--- src/rtl/quad_encoder_tx.sv ---
// Quadrature encoder transmitter: turns (direction, edge count, edge period) commands into A/B.
// Define QUAD_ENCODER_TX_BOUNCE_EN to emit every edge as a toggle/restore/toggle contact bounce.
module quad_encoder_tx #(
    parameter int unsigned CNT_W = 8,
    parameter int unsigned DIV_W = 16
) (
    input  logic             clk,
    input  logic             rst,
    input  logic             cmd_valid,
    output logic             cmd_ready,
    input  logic             cmd_dir,
    input  logic [CNT_W-1:0] cmd_steps,
    input  logic [DIV_W-1:0] cmd_period,
    input  logic             abort,
    output logic             enc_a,
    output logic             enc_b,
    output logic             busy,
    output logic             done,
    output logic [CNT_W-1:0] steps_left
);

    typedef enum logic [1:0] {
        StIdle,
        StRun,
        StZero
    } state_e;

    state_e           state_q, state_d;
    logic [1:0]       p_q, p_d;
    logic             a_q, a_d;
    logic             b_q, b_d;
    logic             dir_q, dir_d;
    logic [DIV_W-1:0] per_q, per_d;
    logic [DIV_W-1:0] div_q, div_d;
    logic [DIV_W-1:0] per_in;
    logic [CNT_W-1:0] steps_q, steps_d;
    logic             done_q, done_d;
    logic             emit;
    logic             emit_dir;
`ifdef QUAD_ENCODER_TX_BOUNCE_EN
    logic [1:0]       bnc_q, bnc_d;
    logic             abort_pend_q, abort_pend_d;
    logic             stop;
`endif

    // Phase index to {A,B}: 0=00, 1=10, 2=11, 3=01 (Gray sequence).
    function automatic logic [1:0] phase_ab(input logic [1:0] p);
        return {p[1] ^ p[0], p[1]};
    endfunction

`ifdef QUAD_ENCODER_TX_BOUNCE_EN
    // A bounced edge occupies three cycles, so edges can be no closer than that.
    assign per_in = (cmd_period < DIV_W'(3)) ? DIV_W'(3) : cmd_period;
`else
    assign per_in = (cmd_period == '0) ? DIV_W'(1) : cmd_period;
`endif

    always_comb begin
        state_d  = state_q;
        p_d      = p_q;
        a_d      = a_q;
        b_d      = b_q;
        dir_d    = dir_q;
        per_d    = per_q;
        div_d    = div_q;
        steps_d  = steps_q;
        done_d   = 1'b0;
        emit     = 1'b0;
        emit_dir = dir_q;
`ifdef QUAD_ENCODER_TX_BOUNCE_EN
        bnc_d        = bnc_q;
        abort_pend_d = abort_pend_q;
        stop         = 1'b0;
`endif

        unique case (state_q)
            StIdle: begin
                if (cmd_valid) begin
                    dir_d    = cmd_dir;
                    per_d    = per_in;
                    emit_dir = cmd_dir;
                    if (cmd_steps == '0) begin
                        state_d = StZero;
                        steps_d = '0;
                    end else if (per_in == DIV_W'(1)) begin
                        // Period 1: the first edge must already be visible the cycle after accept.
                        emit    = 1'b1;
                        steps_d = cmd_steps - CNT_W'(1);
                        div_d   = per_in;
                        if (cmd_steps == CNT_W'(1)) begin
                            state_d = StIdle;
                            done_d  = 1'b1;
                        end else begin
                            state_d = StRun;
                        end
                    end else begin
                        steps_d = cmd_steps;
                        div_d   = per_in - DIV_W'(1);
                        state_d = StRun;
                    end
                end
            end

            StRun: begin
`ifdef QUAD_ENCODER_TX_BOUNCE_EN
                if (bnc_q != 2'd0) begin
                    // Bounce in flight: finish it even if aborted, then settle.
                    if (div_q > DIV_W'(1)) begin
                        div_d = div_q - DIV_W'(1);
                    end
                    stop = abort | abort_pend_q;
                    if (abort) begin
                        abort_pend_d = 1'b1;
                        steps_d      = '0;
                    end
                    if (bnc_q == 2'd2) begin
                        {a_d, b_d} = phase_ab(dir_q ? p_q - 2'd1 : p_q + 2'd1);
                        bnc_d      = 2'd1;
                    end else begin
                        {a_d, b_d} = phase_ab(p_q);
                        bnc_d      = 2'd0;
                        if (stop || steps_q == '0) begin
                            state_d      = StIdle;
                            done_d       = ~stop;
                            abort_pend_d = 1'b0;
                            steps_d      = '0;
                        end
                    end
                end else
`endif
                if (abort) begin
                    state_d = StIdle;
                    steps_d = '0;
                end else if (div_q <= DIV_W'(1)) begin
                    emit  = 1'b1;
                    div_d = per_q;
                    if (steps_q != '0) begin
                        steps_d = steps_q - CNT_W'(1);
                    end
`ifndef QUAD_ENCODER_TX_BOUNCE_EN
                    if (steps_q <= CNT_W'(1)) begin
                        state_d = StIdle;
                        done_d  = 1'b1;
                    end
`endif
                end else begin
                    div_d = div_q - DIV_W'(1);
                end
            end

            StZero: begin
                state_d = StIdle;
                done_d  = 1'b1;
            end

            default: state_d = StIdle;
        endcase

        if (emit) begin
            p_d        = emit_dir ? p_q + 2'd1 : p_q - 2'd1;
            {a_d, b_d} = phase_ab(p_d);
`ifdef QUAD_ENCODER_TX_BOUNCE_EN
            bnc_d      = 2'd2;
`endif
        end
    end

    always_ff @(posedge clk) begin
        if (rst) begin
            state_q <= StIdle;
            p_q     <= 2'd0;
            a_q     <= 1'b0;
            b_q     <= 1'b0;
            dir_q   <= 1'b0;
            per_q   <= '0;
            div_q   <= '0;
            steps_q <= '0;
            done_q  <= 1'b0;
`ifdef QUAD_ENCODER_TX_BOUNCE_EN
            bnc_q        <= 2'd0;
            abort_pend_q <= 1'b0;
`endif
        end else begin
            state_q <= state_d;
            p_q     <= p_d;
            a_q     <= a_d;
            b_q     <= b_d;
            dir_q   <= dir_d;
            per_q   <= per_d;
            div_q   <= div_d;
            steps_q <= steps_d;
            done_q  <= done_d;
`ifdef QUAD_ENCODER_TX_BOUNCE_EN
            bnc_q        <= bnc_d;
            abort_pend_q <= abort_pend_d;
`endif
        end
    end

    assign cmd_ready  = (state_q == StIdle) && !rst;
    assign busy       = (state_q != StIdle);
    assign done       = done_q;
    assign enc_a      = a_q;
    assign enc_b      = b_q;
    assign steps_left = steps_q;

endmodule

--- config.mk ---
export PLATFORM = sky130hd
export DESIGN_NAME = quad_encoder_tx
export DESIGN_NICKNAME = d
export VERILOG_FILES = /design/src/rtl/quad_encoder_tx.sv
export SDC_FILE = /design/constraint.sdc
export NUM_CORES = 1
export LEC_CHECK = 0
export ABC_CLOCK_PERIOD_IN_PS = 2800
export CAP_MARGIN = 0
export CORE_AREA = 5 5 118 120
export CTS_CLUSTER_DIAMETER = 100
export DETAILED_ROUTE_END_ITERATION = 6
export DIE_AREA = 0 0 123 125
export PLACE_DENSITY = 0.42
export REMOVE_ABC_BUFFERS = 1
export SYNTH_ARGS = -nofsm -noshare
export SYNTH_HDL_FRONTEND = slang
export SYNTH_SLANG_ARGS = --single-unit
--- constraint.sdc ---
create_clock -name clk -period 2.8 [get_ports clk]
set_input_delay 0.28 -clock clk [delete_from_list [all_inputs] [get_ports clk]]
set_output_delay 0.28 -clock clk [all_outputs]
set_load 0.005 [all_outputs]
Yosys cells after proc, flatten, opt, wreduce, memory -nomap -nowiden. Cells that the tools add are included.

Flip-flop bits (word level): 48. Output and inout bits: 13. Logic and storage cells: 79.

$add $sub $neg: 6. Order comparisons: 2. Equality and inequality tests: 10. Mux-type cells: 39. Bitwise operators: 1. Reductions and logical operators: 12.

Operators with widths (count): 16-bit two-way mux (6); 8-bit two-way mux (6); 16-bit one-hot mux with 2 select lines (1); 16-bit by 1-bit subtractor with 16-bit output (second input constant) (2); 16-bit by 1-bit == test with 1-bit output (second input constant) (1); 16-bit by 1-bit less-or-equal comparator with 1-bit output (second input constant) (1); 16-bit zero test (1); 8-bit one-hot mux with 2 select lines (1); 8-bit by 1-bit subtractor with 8-bit output (second input constant) (2); 1-bit two-way mux (15); 2-bit two-way mux (7); 3-bit inequality test (second input constant) (3); 8-bit by 1-bit == test with 1-bit output (second input constant) (1); 8-bit by 1-bit less-or-equal comparator with 1-bit output (second input constant) (1); 8-bit zero test (1); 4-bit AND reduction (2); 8-bit nonzero test (1); 2-bit inequality test (second input constant) (3); 2-bit one-hot mux with 2 select lines (1); 2-bit nonzero test (2); 1-bit one-hot mux with 3 select lines (1); 3-bit AND reduction (1); 2-bit by 1-bit adder with 2-bit output (second input constant) (1); 2-bit by 1-bit == test with 1-bit output (second input constant) (1); other kinds (8) (8).

Depth between registers and ports, before layout.
Depth in word-level cells: 7. Gate-level depth with buffers: 11. Mapped depth without buffers: 10.

Worst setup path after synthesis. Ideal clock, no wire load.

Kind: input to register. Start point: in cmd_period[2]. End point: reg div_q[14]. Setup time: 132 ps. Arrival: 2554 ps. Data required time: 2668 ps. Setup slack: 114 ps. Stages: 10. Cells stage by stage: clkbuf_1 nor3_4 a41oi_1 ha_1 or3b_2 a2111oi_2 nand2_1 xnor2_1 o211ai_1 a21oi_1.

Word-level cells in the longest chain between the ends: 7.

Ends and longest elaborated chain: start, declared (RTL line 13) `input logic [DIV_W-1:0] cmd_period,`; 16-bit zero test (RTL line 55) `assign per_in = (cmd_period == '0) ? DIV_W'(1) : cmd_period;`; 16-bit two-way mux (*) (RTL line 55); 16-bit by 1-bit subtractor with 16-bit output / 16-bit by 1-bit == test with 1-bit output (equally long branches) (RTL line 98, 85); 16-bit two-way mux (*) (RTL line 85) `end else if (per_in == DIV_W'(1)) begin`; 16-bit two-way mux (*) (RTL line 82) `if (cmd_steps == '0) begin`; 16-bit two-way mux (*) (RTL line 78) `if (cmd_valid) begin`; 16-bit one-hot mux with 2 select lines (*) (RTL line 76) `unique case (state_q)`; end signal, assigned (RTL line 190) `div_q <= div_d;`; end, declared (RTL line 34) `logic [DIV_W-1:0] div_q, div_d;`.

Every way passes the cells marked *; elsewhere a longest branch is shown, timed or not. The select of a mux whose other input is x is not followed. A chain may end at the register's enable or synchronous reset.

Final worst setup path.
Start point: in cmd_period[1]. End point: reg div_q[12].

The elaborated chain is that of the path after synthesis.

==> summary.txt <==
CTS
  • Clock tree from TritonCTS: built
  • Hold_buf cts: 0
  • Clk_lat worst skew: 0.29 ns
  • H-tree Lvls: 2
  • CTS Sinks: 47
  • CTS Root Cell: clkbuf_16
  • CTS Buffer Depth: 2
  • Worst-path clk slew: 0.07 ns
  • CTS Buf Count: 5

Power
  • Part of the power in the clock network: 29.4%
  • Internal power: 1.41 mW
  • Switching power total: 0.744 mW
  • Tot Pwr: 2.15 mW
  • Max VDD drop: 0.232 mV
  • Sw Share: 34.6%
  • Reg power frac: 36.9%
  • Leakage power: 1.65 nW
  • Comb power frac: 33.7%
  • Power per cell area: 484 nW/um^2

Worst setup path
  • Worst R2R End: steps_left[3]
  • Worst Reg-to-Reg Cells: 9
  • R2R Setup Slk: 0.43 ns
  • Critical Path Most Common Cell: buf_4
  • Slowest cell delay on critical path: 0.57 ns
  • Startpoint Class: input pin
  • Crit path buf inv count: 4
  • Crit end category: flip-flop
  • CP required: 2.98 ns
  • Crit-path cells: clkdlybuf4s50_1, inv_1, a41oi_2, ha_2, or3b_2, a2111oi_4, buf_4, buf_4, xnor2_1, nand2_1, o21ai_0, a21oi_1
  • CP top delay family: buffers and inverters
  • CP arrival: 2.88 ns
  • Slowest-stage cell, CP: clkdlybuf4s50_1
  • Reg-to-Reg Start: steps_left[0]
  • CP Class: input pin to flip-flop
  • Critical path peak fanout: 3

Synth
  • Cell variety after synth: 63
  • YS warnings: 0
  • EDFF count, synth: 0
  • Mapped Cells: 419
  • Syn_area_per_cell: 7.78 um^2
  • Synthesized flop and latch total: 47
  • Predominant post-synthesis flop cell: dfxtp_1
  • Synth Cell Area: 3260 um^2
  • Post-synthesis sequential area ratio: 28.9%
  • Asr flop ratio synth: 0%

Drt
  • Met2 WL: 5.97 mm
  • DRC Markers: 0
  • Initial DRT Pass Iterations: 4
  • DRT iter0 DRCs: 178
  • Highest metal used: met4
  • WL/cell: 17.2 um
  • Met3 WL: 232 um
  • Vias after detailed routing: 3,461
  • Detail Route Antenna Nets: 0
  • WL met1: 5.25 mm
  • DR vias/cell: 5.07
  • Final wirelength: 11.7 mm

Layout
  • Area Growth Syn to Fin: 36.3%
  • Post-layout util: 34.5%
  • Fillers: 1,381
  • Final non-filler cell area: 4440 um^2
  • Commonest non-fill, non-tap cell in the layout: buf_4
  • Commonest non-fill, non-tap cells in the layout: buf_4, nand2_1, dfxtp_1, a21oi_1, clkdlybuf4s50_1
  • Nets: 543
  • Layout cells sized above 1: 18.4%
  • Diode count: 0

Placed design
  • DP Worst Slack: -0.346 ns
  • Port Buffer Count: 41
  • Placer Congestion: 0.867
  • Hpwl dp: 9.10 mm
  • Placed inst area: 4240 um^2

Worst hold path
  • Worst Hold Depth: 2
  • Min-Delay Startpoint: per_q[1]
  • Hold endpoint: per_q[1]
  • Hold Crit Class: flip-flop to flip-flop

Die
  • Chip width: 123 um
  • I/O pins: 42
  • DIE HEIGHT: 125 um
  • Cell Rows: 42
  • Core box area: 12,900 um^2
  • Die area: 15,400 um^2
  • Starting density of the core: 25.3%

Job
  • Max-cap violations: 0

GRT
  • Vias in the first global route: 3,523
  • First-pass GRT wire length: 19.1 mm
  • Initial antenna violation count: 0
  • Gr ovfl total: 0
  • Pin count of the biggest net entering global routing: 21
  • GRT Util Overall: 15.7%

Timing
  • Share of the clock period used by the worst path: 96.7%
  • Worst slew margin relative to its limit: 43.9%
  • Clock skew: 0.00754 ns
  • Peak Freq: 369 MHz
  • Max Slew Vio Count: 0
  • Final worst slack: 0.0930 ns
  • Final Hold Fails: 0
  • Setup violators final: 0
  • Slew @ Worst Pin: 0.833 ns
  • Hold_ws: 0.459 ns
  • Final min period: 2.71 ns

Run status
  • Status: completed
-- power by group through the flow --
stage	logic [mW]	registers [mW]	clock network, mW
floorplan	0.409	0.791	0
global placement	0.721	0.808	0
detailed placement	0.717	0.810	0
CTS	0.722	0.794	0.645
global route	0.795	0.806	0.668
finish	0.725	0.794	0.632
-- tightest hold or removal path: stages (launching register included) --
cell and delay, ns:
dfxtp_1 0.31, nand2_1 0.05, a21oi_1 0.05
-- sequential cells by signal, indices dropped and copies added, names as in the netlist --
register and count:
state_q 2, done 1, per_q 16, steps_left 8, enc_a 1, div_q 16
p_q 2, dir_q 1
-- kinds of logic (layout without fill, tap and decap cells) --
logic type | Yosys count | after routing | share of synthesized area [%]
simple gates | 167 | 167 | 28.3
compound gates | 132 | 132 | 26.6
flops | 47 | 47 | 28.9
buf+inv | 33 | 120 | 4.15
xor+xnor | 24 | 24 | 6.45
fa+ha+maj | 8 | 8 | 3.07
mux | 8 | 8 | 2.53
-- Yosys cell counts (6+ instances only) --
| master | number | share of area [%] |
|---|---|---|
| nor3_1 | 13 | 2.0 |
| a31oi_1 | 7 | 1.3 |
| mux2i_1 | 6 | 1.8 |
| nand3_1 | 9 | 1.4 |
| xor2_1 | 7 | 1.9 |
| o211ai_1 | 9 | 2.1 |
| nor2_1 | 33 | 3.8 |
| nor4_1 | 7 | 1.3 |
| inv_1 | 15 | 1.7 |
| ha_1 | 8 | 3.1 |
| nand2_1 | 54 | 6.2 |
| xnor2_1 | 17 | 4.6 |
| clkbuf_1 | 16 | 1.8 |
| a21oi_1 | 42 | 6.5 |
| dfxtp_1 | 47 | 29 |
| o21ai_0 | 29 | 4.5 |
-- timing repair --
item                                    CTS  global route
endpoints found under the setup margin    2            11
endpoints found under the hold margin     0             0
pin swaps                                 0             7
gates resized for setup                   1             7
setup buffers                             0             1
-- area by class of cell --
cell class	instances	area, um^2	area share, %
Timing Repair Buffer	98	851	19.2
Clock buffer	6	139	3.13
Tap cell	176	220	4.96
Sequential cell	47	941	21.2
Clock inverter	1	5.00	0.113
Multi-Input combinational cell	339	2230	50.2
Inverter	15	56.3	1.27
-- routing by layer --
metal	global-route usage (%)	vias to the layer above
li1	-	1722
met1	20.0	1649
met2	27.5	67
met3	1.94	23
met4	4.30	0
met5	0	-
-- worst max-delay path by stage --
stage                 to          start  cells after the start  slack, ns
2_1_floorplan     p_q[1]  cmd_period[4]                     10       0.15
3_3_place_gp   div_q[14]  cmd_period[5]                     12      -0.33
3_5_place_dp   div_q[12]  cmd_period[4]                     13      -0.35
4_1_cts        div_q[12]  cmd_period[6]                     13       0.02
5_1_grt        div_q[10]  cmd_period[7]                     11      -0.04
6_report       div_q[12]  cmd_period[1]                     12       0.09
-- per-stage QoR --
| stage | TNS [ns] | instances |
|---|---|---|
| detailed placement | -2.41 | 674 |
| global route | -0.0554 | 682 |
| global placement | -2.15 | 674 |
| finish | 0 | 682 |
| CTS | 0 | 681 |
| floorplan | 0 | 401 |
(Power assumes the default switching activity.)
